[config.mk]
export PLATFORM = sky130hd
export DESIGN_NAME = imm_extend_pipe
export DESIGN_NICKNAME = d
export VERILOG_FILES = /design/src/rtl/imm_extend_pipe.sv
export SDC_FILE = /design/constraint.sdc
export NUM_CORES = 1
export LEC_CHECK = 0
export CAP_MARGIN = 20
export CORE_ASPECT_RATIO = 1.5
export CORE_MARGIN = 2
export CORE_UTILIZATION = 49
export DETAILED_ROUTE_END_ITERATION = 10
export GPL_TIMING_DRIVEN = 0
export PLACE_DENSITY = 0.77
export SLEW_MARGIN = 10
export SYNTH_ARGS = -nofsm -noshare
export SYNTH_HDL_FRONTEND = slang
export SYNTH_SLANG_ARGS = --single-unit
[constraint.sdc]
create_clock -name clk_i -period 2.1 [get_ports clk_i]
set_input_delay 0.21 -clock clk_i [delete_from_list [all_inputs] [get_ports clk_i]]
set_output_delay 0.21 -clock clk_i [all_outputs]
set_load 0.05 [all_outputs]
[src/rtl/imm_extend_pipe.sv]
// imm_extend_pipe
//   Immediate extender that sits between decode and execute. The opcode in
//   the top OPC_W bits of the instruction word selects which low-order field
//   is the immediate. That field is sign- or zero-extended to DATA_W bits.
//   The result goes through a one-cycle registered stage. A two-entry skid
//   buffer lets the upstream ready be a pure register output.
//
// Ports
//   clk_i        clock, rising edge
//   rst_i        asynchronous active-high reset
//   flush_i      synchronous flush, drops both buffered entries
//   ir_valid_i   instruction word valid
//   ir_i         instruction word [DATA_W]
//   zext_i       1 = zero-extend, 0 = sign-extend
//   ir_ready_o   stage accepts ir_i this cycle (registered)
//   imm_valid_o  imm_o / imm_kind_o valid
//   imm_o        extended immediate [DATA_W]
//   imm_kind_o   0 = default class, 1 = load-immediate, 2 = jump
//   imm_ready_i  consumer accepts imm_o
module imm_extend_pipe #(
  parameter int unsigned DATA_W    = 32,
  parameter int unsigned OPC_W     = 4,
  parameter logic [OPC_W-1:0] OPC_J  = 4'hE,
  parameter logic [OPC_W-1:0] OPC_LI = 4'hD,
  parameter int unsigned J_IMM_W   = 28,
  parameter int unsigned LI_IMM_W  = 23,
  parameter int unsigned DEF_IMM_W = 18
) (
  input  logic              clk_i,
  input  logic              rst_i,
  input  logic              flush_i,
  input  logic              ir_valid_i,
  input  logic [DATA_W-1:0] ir_i,
  input  logic              zext_i,
  output logic              ir_ready_o,
  output logic              imm_valid_o,
  output logic [DATA_W-1:0] imm_o,
  output logic [1:0]        imm_kind_o,
  input  logic              imm_ready_i
);

  localparam logic [1:0] KIND_DEF = 2'd0;
  localparam logic [1:0] KIND_LI  = 2'd1;
  localparam logic [1:0] KIND_J   = 2'd2;

  // Field widths must leave the opcode untouched and be non-empty.
  if (J_IMM_W < 1 || J_IMM_W > DATA_W - OPC_W) begin : g_bad_j_w
    $error("imm_extend_pipe: J_IMM_W out of range");
  end
  if (LI_IMM_W < 1 || LI_IMM_W > DATA_W - OPC_W) begin : g_bad_li_w
    $error("imm_extend_pipe: LI_IMM_W out of range");
  end
  if (DEF_IMM_W < 1 || DEF_IMM_W > DATA_W - OPC_W) begin : g_bad_def_w
    $error("imm_extend_pipe: DEF_IMM_W out of range");
  end

  typedef enum logic [1:0] {
    EMPTY = 2'd0,
    ONE   = 2'd1,
    FULL  = 2'd2
  } state_t;

  state_t            state, state_n;
  logic [DATA_W-1:0] out_imm, out_imm_n;
  logic [1:0]        out_kind, out_kind_n;
  logic [DATA_W-1:0] skid_imm, skid_imm_n;
  logic [1:0]        skid_kind, skid_kind_n;

  logic [OPC_W-1:0]  opc;
  logic [DATA_W-1:0] ext_j, ext_li, ext_def;
  logic [DATA_W-1:0] ext;
  logic [1:0]        ext_kind;
  logic              accept, take;

  // Each field is extended at its own width. The upper fill is either
  // zeros or the field's top bit, so opcode bits never leak into the result.
  always_comb begin
    opc     = ir_i[DATA_W-1 -: OPC_W];
    ext_j   = {{(DATA_W-J_IMM_W){ir_i[J_IMM_W-1] & ~zext_i}}, ir_i[J_IMM_W-1:0]};
    ext_li  = {{(DATA_W-LI_IMM_W){ir_i[LI_IMM_W-1] & ~zext_i}}, ir_i[LI_IMM_W-1:0]};
    ext_def = {{(DATA_W-DEF_IMM_W){ir_i[DEF_IMM_W-1] & ~zext_i}}, ir_i[DEF_IMM_W-1:0]};
    if (opc == OPC_J) begin
      ext      = ext_j;
      ext_kind = KIND_J;
    end else if (opc == OPC_LI) begin
      ext      = ext_li;
      ext_kind = KIND_LI;
    end else begin
      ext      = ext_def;
      ext_kind = KIND_DEF;
    end
  end

  // The handshake outputs decode only the state register. Upstream ready
  // therefore never depends combinationally on the downstream ready.
  assign ir_ready_o  = (state != FULL);
  assign imm_valid_o = (state != EMPTY);
  assign imm_o       = out_imm;
  assign imm_kind_o  = out_kind;
  assign accept      = ir_valid_i & ir_ready_o;
  assign take        = imm_valid_o & imm_ready_i;

  // Next-state and next-data logic. An emptied slot has its data zeroed,
  // so imm_o reads zero whenever imm_valid_o is low.
  always_comb begin
    state_n     = state;
    out_imm_n   = out_imm;
    out_kind_n  = out_kind;
    skid_imm_n  = skid_imm;
    skid_kind_n = skid_kind;
    unique case (state)
      EMPTY: begin
        if (accept) begin
          state_n    = ONE;
          out_imm_n  = ext;
          out_kind_n = ext_kind;
        end
      end
      ONE: begin
        if (accept && take) begin
          out_imm_n  = ext;
          out_kind_n = ext_kind;
        end else if (accept) begin
          state_n     = FULL;
          skid_imm_n  = ext;
          skid_kind_n = ext_kind;
        end else if (take) begin
          state_n    = EMPTY;
          out_imm_n  = '0;
          out_kind_n = KIND_DEF;
        end
      end
      FULL: begin
        if (take) begin
          state_n     = ONE;
          out_imm_n   = skid_imm;
          out_kind_n  = skid_kind;
          skid_imm_n  = '0;
          skid_kind_n = KIND_DEF;
        end
      end
      default: begin
        state_n = EMPTY;
      end
    endcase
    if (flush_i) begin
      state_n     = EMPTY;
      out_imm_n   = '0;
      out_kind_n  = KIND_DEF;
      skid_imm_n  = '0;
      skid_kind_n = KIND_DEF;
    end
  end

  // State and data registers. Reset empties both slots immediately.
  always_ff @(posedge clk_i or posedge rst_i) begin
    if (rst_i) begin
      state     <= EMPTY;
      out_imm   <= '0;
      out_kind  <= KIND_DEF;
      skid_imm  <= '0;
      skid_kind <= KIND_DEF;
    end else begin
      state     <= state_n;
      out_imm   <= out_imm_n;
      out_kind  <= out_kind_n;
      skid_imm  <= skid_imm_n;
      skid_kind <= skid_kind_n;
    end
  end

endmodule

---- Word-level counts from Yosys, hierarchy flattened ----
Index checks and enable logic that the tools add are counted.
word-level totals
  flip-flop bits (word level) ............. 70
  latch bits .............................. 0
  bits in writable memories ............... 0
  bits in read-only memories .............. 0
  bits of input ports ..................... 38
  output and inout bits ................... 36
  word-level logic and storage cells ...... 61
  memories kept ........................... 0
cells by class
  $add $sub $neg .......................... 0
  multipliers ............................. 0
  div/mod/pow operators ................... 0
  magnitude comparators ................... 0
  equal/unequal tests ..................... 12
  shift-type cells ........................ 0
  multiplexer cells ....................... 30
  bitwise logic cells ..................... 6
  reduce and logical (&&, ||, !) cells .... 8
operator list
  kind                count
  $mux 32             10
  $pmux 32 s3         1
  $pmux 32 s2         1
  $mux 2              14
  $ne 3x3->1 const B  4
  $ne 4x4->1 const B  3
  $pmux 2 s3          2
  $eq 4x4->1 const B  2
  $reduce_and 4->1    2
  $and 1x1->1         5
  $reduce_and 5->1    1
  $pmux 2 s2          1
  $reduce_bool 4->1   1
  $reduce_bool 3->1   1
  $eq 2x1->1 const B  1
  $eq 2x2->1 const B  1
  $logic_not 2->1     1
  $ne 2x2->1 const B  1
  $reduce_bool 2->1   1
  $logic_and 1x1->1   1
  $mux 1              1
  $not 1->1           1

---- Depth between registers and ports, before layout ----
  word-level depth ........................ 8
  mapped depth ............................ 9
  gate-level depth less buffers ........... 6

---- Least setup slack after synthesis ----
No wires, ideal clock.
  path type ............................... reg-to-reg
  start point ............................. register state[0]
  end point ............................... register skid_kind[1]
  setup time .............................. 128 ps
  arrival time ............................ 1935 ps
  data required time ...................... 1972 ps
  slack ................................... 37 ps
  cell stages (with the launch flop) ...... 8
  path buffers ............................ 1
  clock period less this slack ............ 2063 ps
  path through ............................ dfrtp_1 -> inv_1 -> ha_1 -> buf_2 -> inv_2 -> o22ai_1 -> a221oi_4 -> mux2_1
on the way
  longest elaborated chain between the ends .. 5
  elaborated cells between the ends (all ways) .. 14
  classes of those cells .................. eq/ne: 6; mux: 2; bitwise: 2; reduce/logical: 4
RTL lines
  what                            line  source
  start: declaration              63    state_t state, state_n;
  start signal: assignment        164   state <= state_n;
  $ne 2x2->1 (*)                  96    assign ir_ready_o = (state != FULL);
  via ir_ready_o                  35    output logic ir_ready_o,
  $and 1x1->1 (*)                 100   assign accept = ir_valid_i & ir_ready_o;
  $logic_and 1x1->1               120   if (accept && take) begin
  $ne 3x3->1 (no line)            -
  $reduce_and 4->1 (no line) (*)  -
  end signal: assignment          168   skid_kind <= skid_kind_n;
  end: declaration                67    logic [1:0] skid_kind, skid_kind_n;
Mark *: on every way through the listed nets, which the timed path passes. The rest lies on a longest branch.
A chain may end at the register's enable or synchronous reset.

---- Worst setup path after layout ----
  start point ............................. register state[0]
  end point ............................... register skid_kind[1]
on the way
  longest elaborated chain between the ends .. 5
  elaborated cells between the ends (all ways) .. 14
  classes of those cells .................. eq/ne: 6; mux: 2; bitwise: 2; reduce/logical: 4
RTL lines
  what                                                    line
  $ne 2x2->1 / $reduce_bool 2->1 (equally long branches)  96, 97
  $and 1x1->1, on equally long branches                   100, 101
  $logic_and 1x1->1                                       120
  $ne 3x3->1 (no line)                                    -
  $reduce_and 4->1 (no line)                              -
Parallel ways exist; a longest one is shown, timed or not.

==> reports/results.ini <==
[sta]
worstMarginPinSlew_ns=0.750
clock.fmax_mhz=498
slew_headroom_pct=50.0
final_hold_viol_count=0
finalClockSkew_ns=0.00652
setup_viol=0
finalCritPeriodShare_pct=95.7
min_period_ns=2.01
slew_violations=0

[synth]
synth-seq-cells=64
yosys.area_share.simple_pct=8.99
synth_compound_gate_area_share_pct=28.8
synth_xor_area_share_pct=1.07
ys.flop_type=dfrtp_1
synth-edff-count=0
yosys_warnings=0
yosysSeqAreaShare_pct=52.5
yosysUniqueCellTypes=50
synthesis.instances=251
synth_area_per_cell_um2=12.1
syn_area_mm2=0.00305
yosys-mux-area-fraction_pct=0.369
synth_top_family_by_area=compound AO/OA/AOI/OAI gates
ys_async_sr_fraction_pct=100
yosys.area_share.adder_pct=2.05
syn_nets=294

[cts]
clk_pin_slew_worst_paths_ns=0.06
clockBufferDepth=2
clk_latency_ns=0.34
cts_tree=yes
clkSinkCount=64
cts_max_level=3
clock-root-buffer=clkbuf_8
holdBufCountCts=0
cts_buffers=9

[cells_and_area]
final_area_mm2=0.00411
nets=379
syn_to_final_growth_pct=34.8
final_common_cell=clkdlybuf4s50_1
diodes=0
final_cell_mix=71 x clkdlybuf4s50_1, 64 x dfrtp_1, 32 x o2bb2ai_1
final_layout_size_suffix_gt1_share_pct=16.2

[run_status]
status=finished clean

[route]
routed_wl_um=7220
drt_iter0_drc=86
drt_first_pass_iters=6
ant_nets=0
vias_per_cell=5.99
drc=0
via_count=2481
wl_per_cell_um=17.4

[global_routing]
antenna_found_initial=0
grt_max_degree=65
grt_overflow_total=0
grt_pass1_vias=2478
grt_pass1_wl_um=12000
grt_usage_pct=23.5

[critical_path]
critPathKind=reg2reg
end_kind=register
crit_arrival_ns=2.23
crit_fanout=5
crit_path_start_kind=register
cp.required_ns=2.32
r2r_slack_ns=0.09

[floorplan]
initial_core_util_pct=50.1
rows=35
dieArea_mm2=0.00688
coreArea_mm2=0.00609
die_w_um=68.4
ios=74
fp.dieH_um=101

[placed_design]
portBuffers=73
place_hpwl_um=5240
gp_routability_congestion=0.804
placed_cell_area_mm2=0.00387

[power_and_ir_drop]
power_density_mw_per_mm2=1180
peakVddDrop_mv=0.717
p_leak_nw=1.76
p_total_mw=4.85

[run]
maxCapViolCount=0

[hold_path]
hp-class=in2async

[routing by layer]
layer  GRT usage (%)  vias up  part of all wire (%)
li1                -     1161                     -
met1            29.8     1243                    40
met2            38.8       63                    53
met3            5.03       14                   4.0
met4            8.77        0                   2.3
met5               0        -                     0
[worst paths after layout]
check / from / depth (start not counted) / endpoint
setup / recovery: state[0] / 6 / skid_kind[1]
hold / removal: rst_i / 2 / imm_o[11]
setup reg to reg: state[0] / 6 / skid_kind[1]
hold reg to reg: imm_o[13] / 1 / imm_o[13]
max in group asynchronous: rst_i / 2 / state[0]
min in group clk_i: imm_o[13] / 1 / imm_o[13]
[cell type report]
class / instances / area, µm²
fillers: 476 / 1980
repair buffers: 74 / 732
inverters: 9 / 36.3
well taps: 74 / 92.6
clock buffers: 11 / 141
plain buffers: 20 / 164
multi-input cells: 158 / 1300
flip-flops and latches: 64 / 1600
clock inverters: 4 / 45.0
[cell usage after synthesis (6+ instances only)]
| cell | instances | area [µm²] |
|---|---|---|
| nor3_1 | 6 | 30.0 |
| o2bb2ai_1 | 32 | 280 |
| buf_6 | 7 | 78.8 |
| dfrtp_1 | 64 | 1600 |
| nand3_1 | 11 | 55.1 |
| inv_1 | 7 | 26.3 |
| a22oi_1 | 19 | 143 |
| a22o_1 | 20 | 175 |
| nor2_1 | 7 | 26.3 |
| o211ai_1 | 6 | 45.0 |
| buf_2 | 6 | 30.0 |
[critical path, cell delays in order, from the launching register on]
cell,delay [ns]
dfrtp_1,0.41
inv_2,0.12
ha_2,0.23
nand3b_1,0.19
o22ai_1,0.14
a221oi_4,0.44
mux2_1,0.36
[report_power, final]
part | total, mW | internal [mW] | switching, mW
sequential | 1.59 | 1.45 | 0.139
combinational | 2.23 | 0.846 | 1.39
clock | 1.02 | 0.568 | 0.450
total | 4.85 | 2.87 | 1.98
[cell families after synthesis]
group | Yosys count
compound gates | 102
flops | 64
simple gates | 48
buf+inv | 29
fa+ha+maj | 5
xor+xnor | 2
mux | 1
[stage by stage]
stage	hold WS, ns	setup TNS, ns	worst slack [ns]	std cells	util [%]
detailed placement	0.472	-1.74	-0.0952	398	63.7
finish	0.358	0	0.0901	414	67.5
CTS	0.393	0	0.0233	413	66.8
floorplan	0.273	0	0.0372	251	-
global route	0.440	-0.00907	-0.00907	414	67.5
global placement	0.465	-50.70	-0.782	398	63.6
[flip-flops by register name, indices dropped and copies added, names as in the netlist]
name	cells
state	2
skid_imm	29
imm_kind_o	2
skid_kind	2
imm_o	29
[what timing repair did]
item                                    in CTS  in global routing
buffers inserted                             0                  1
pin swaps                                    0                  1
resized for setup                            3                 18
endpoints found under the setup margin      27                 63
Power figures use the tool's default switching activity.
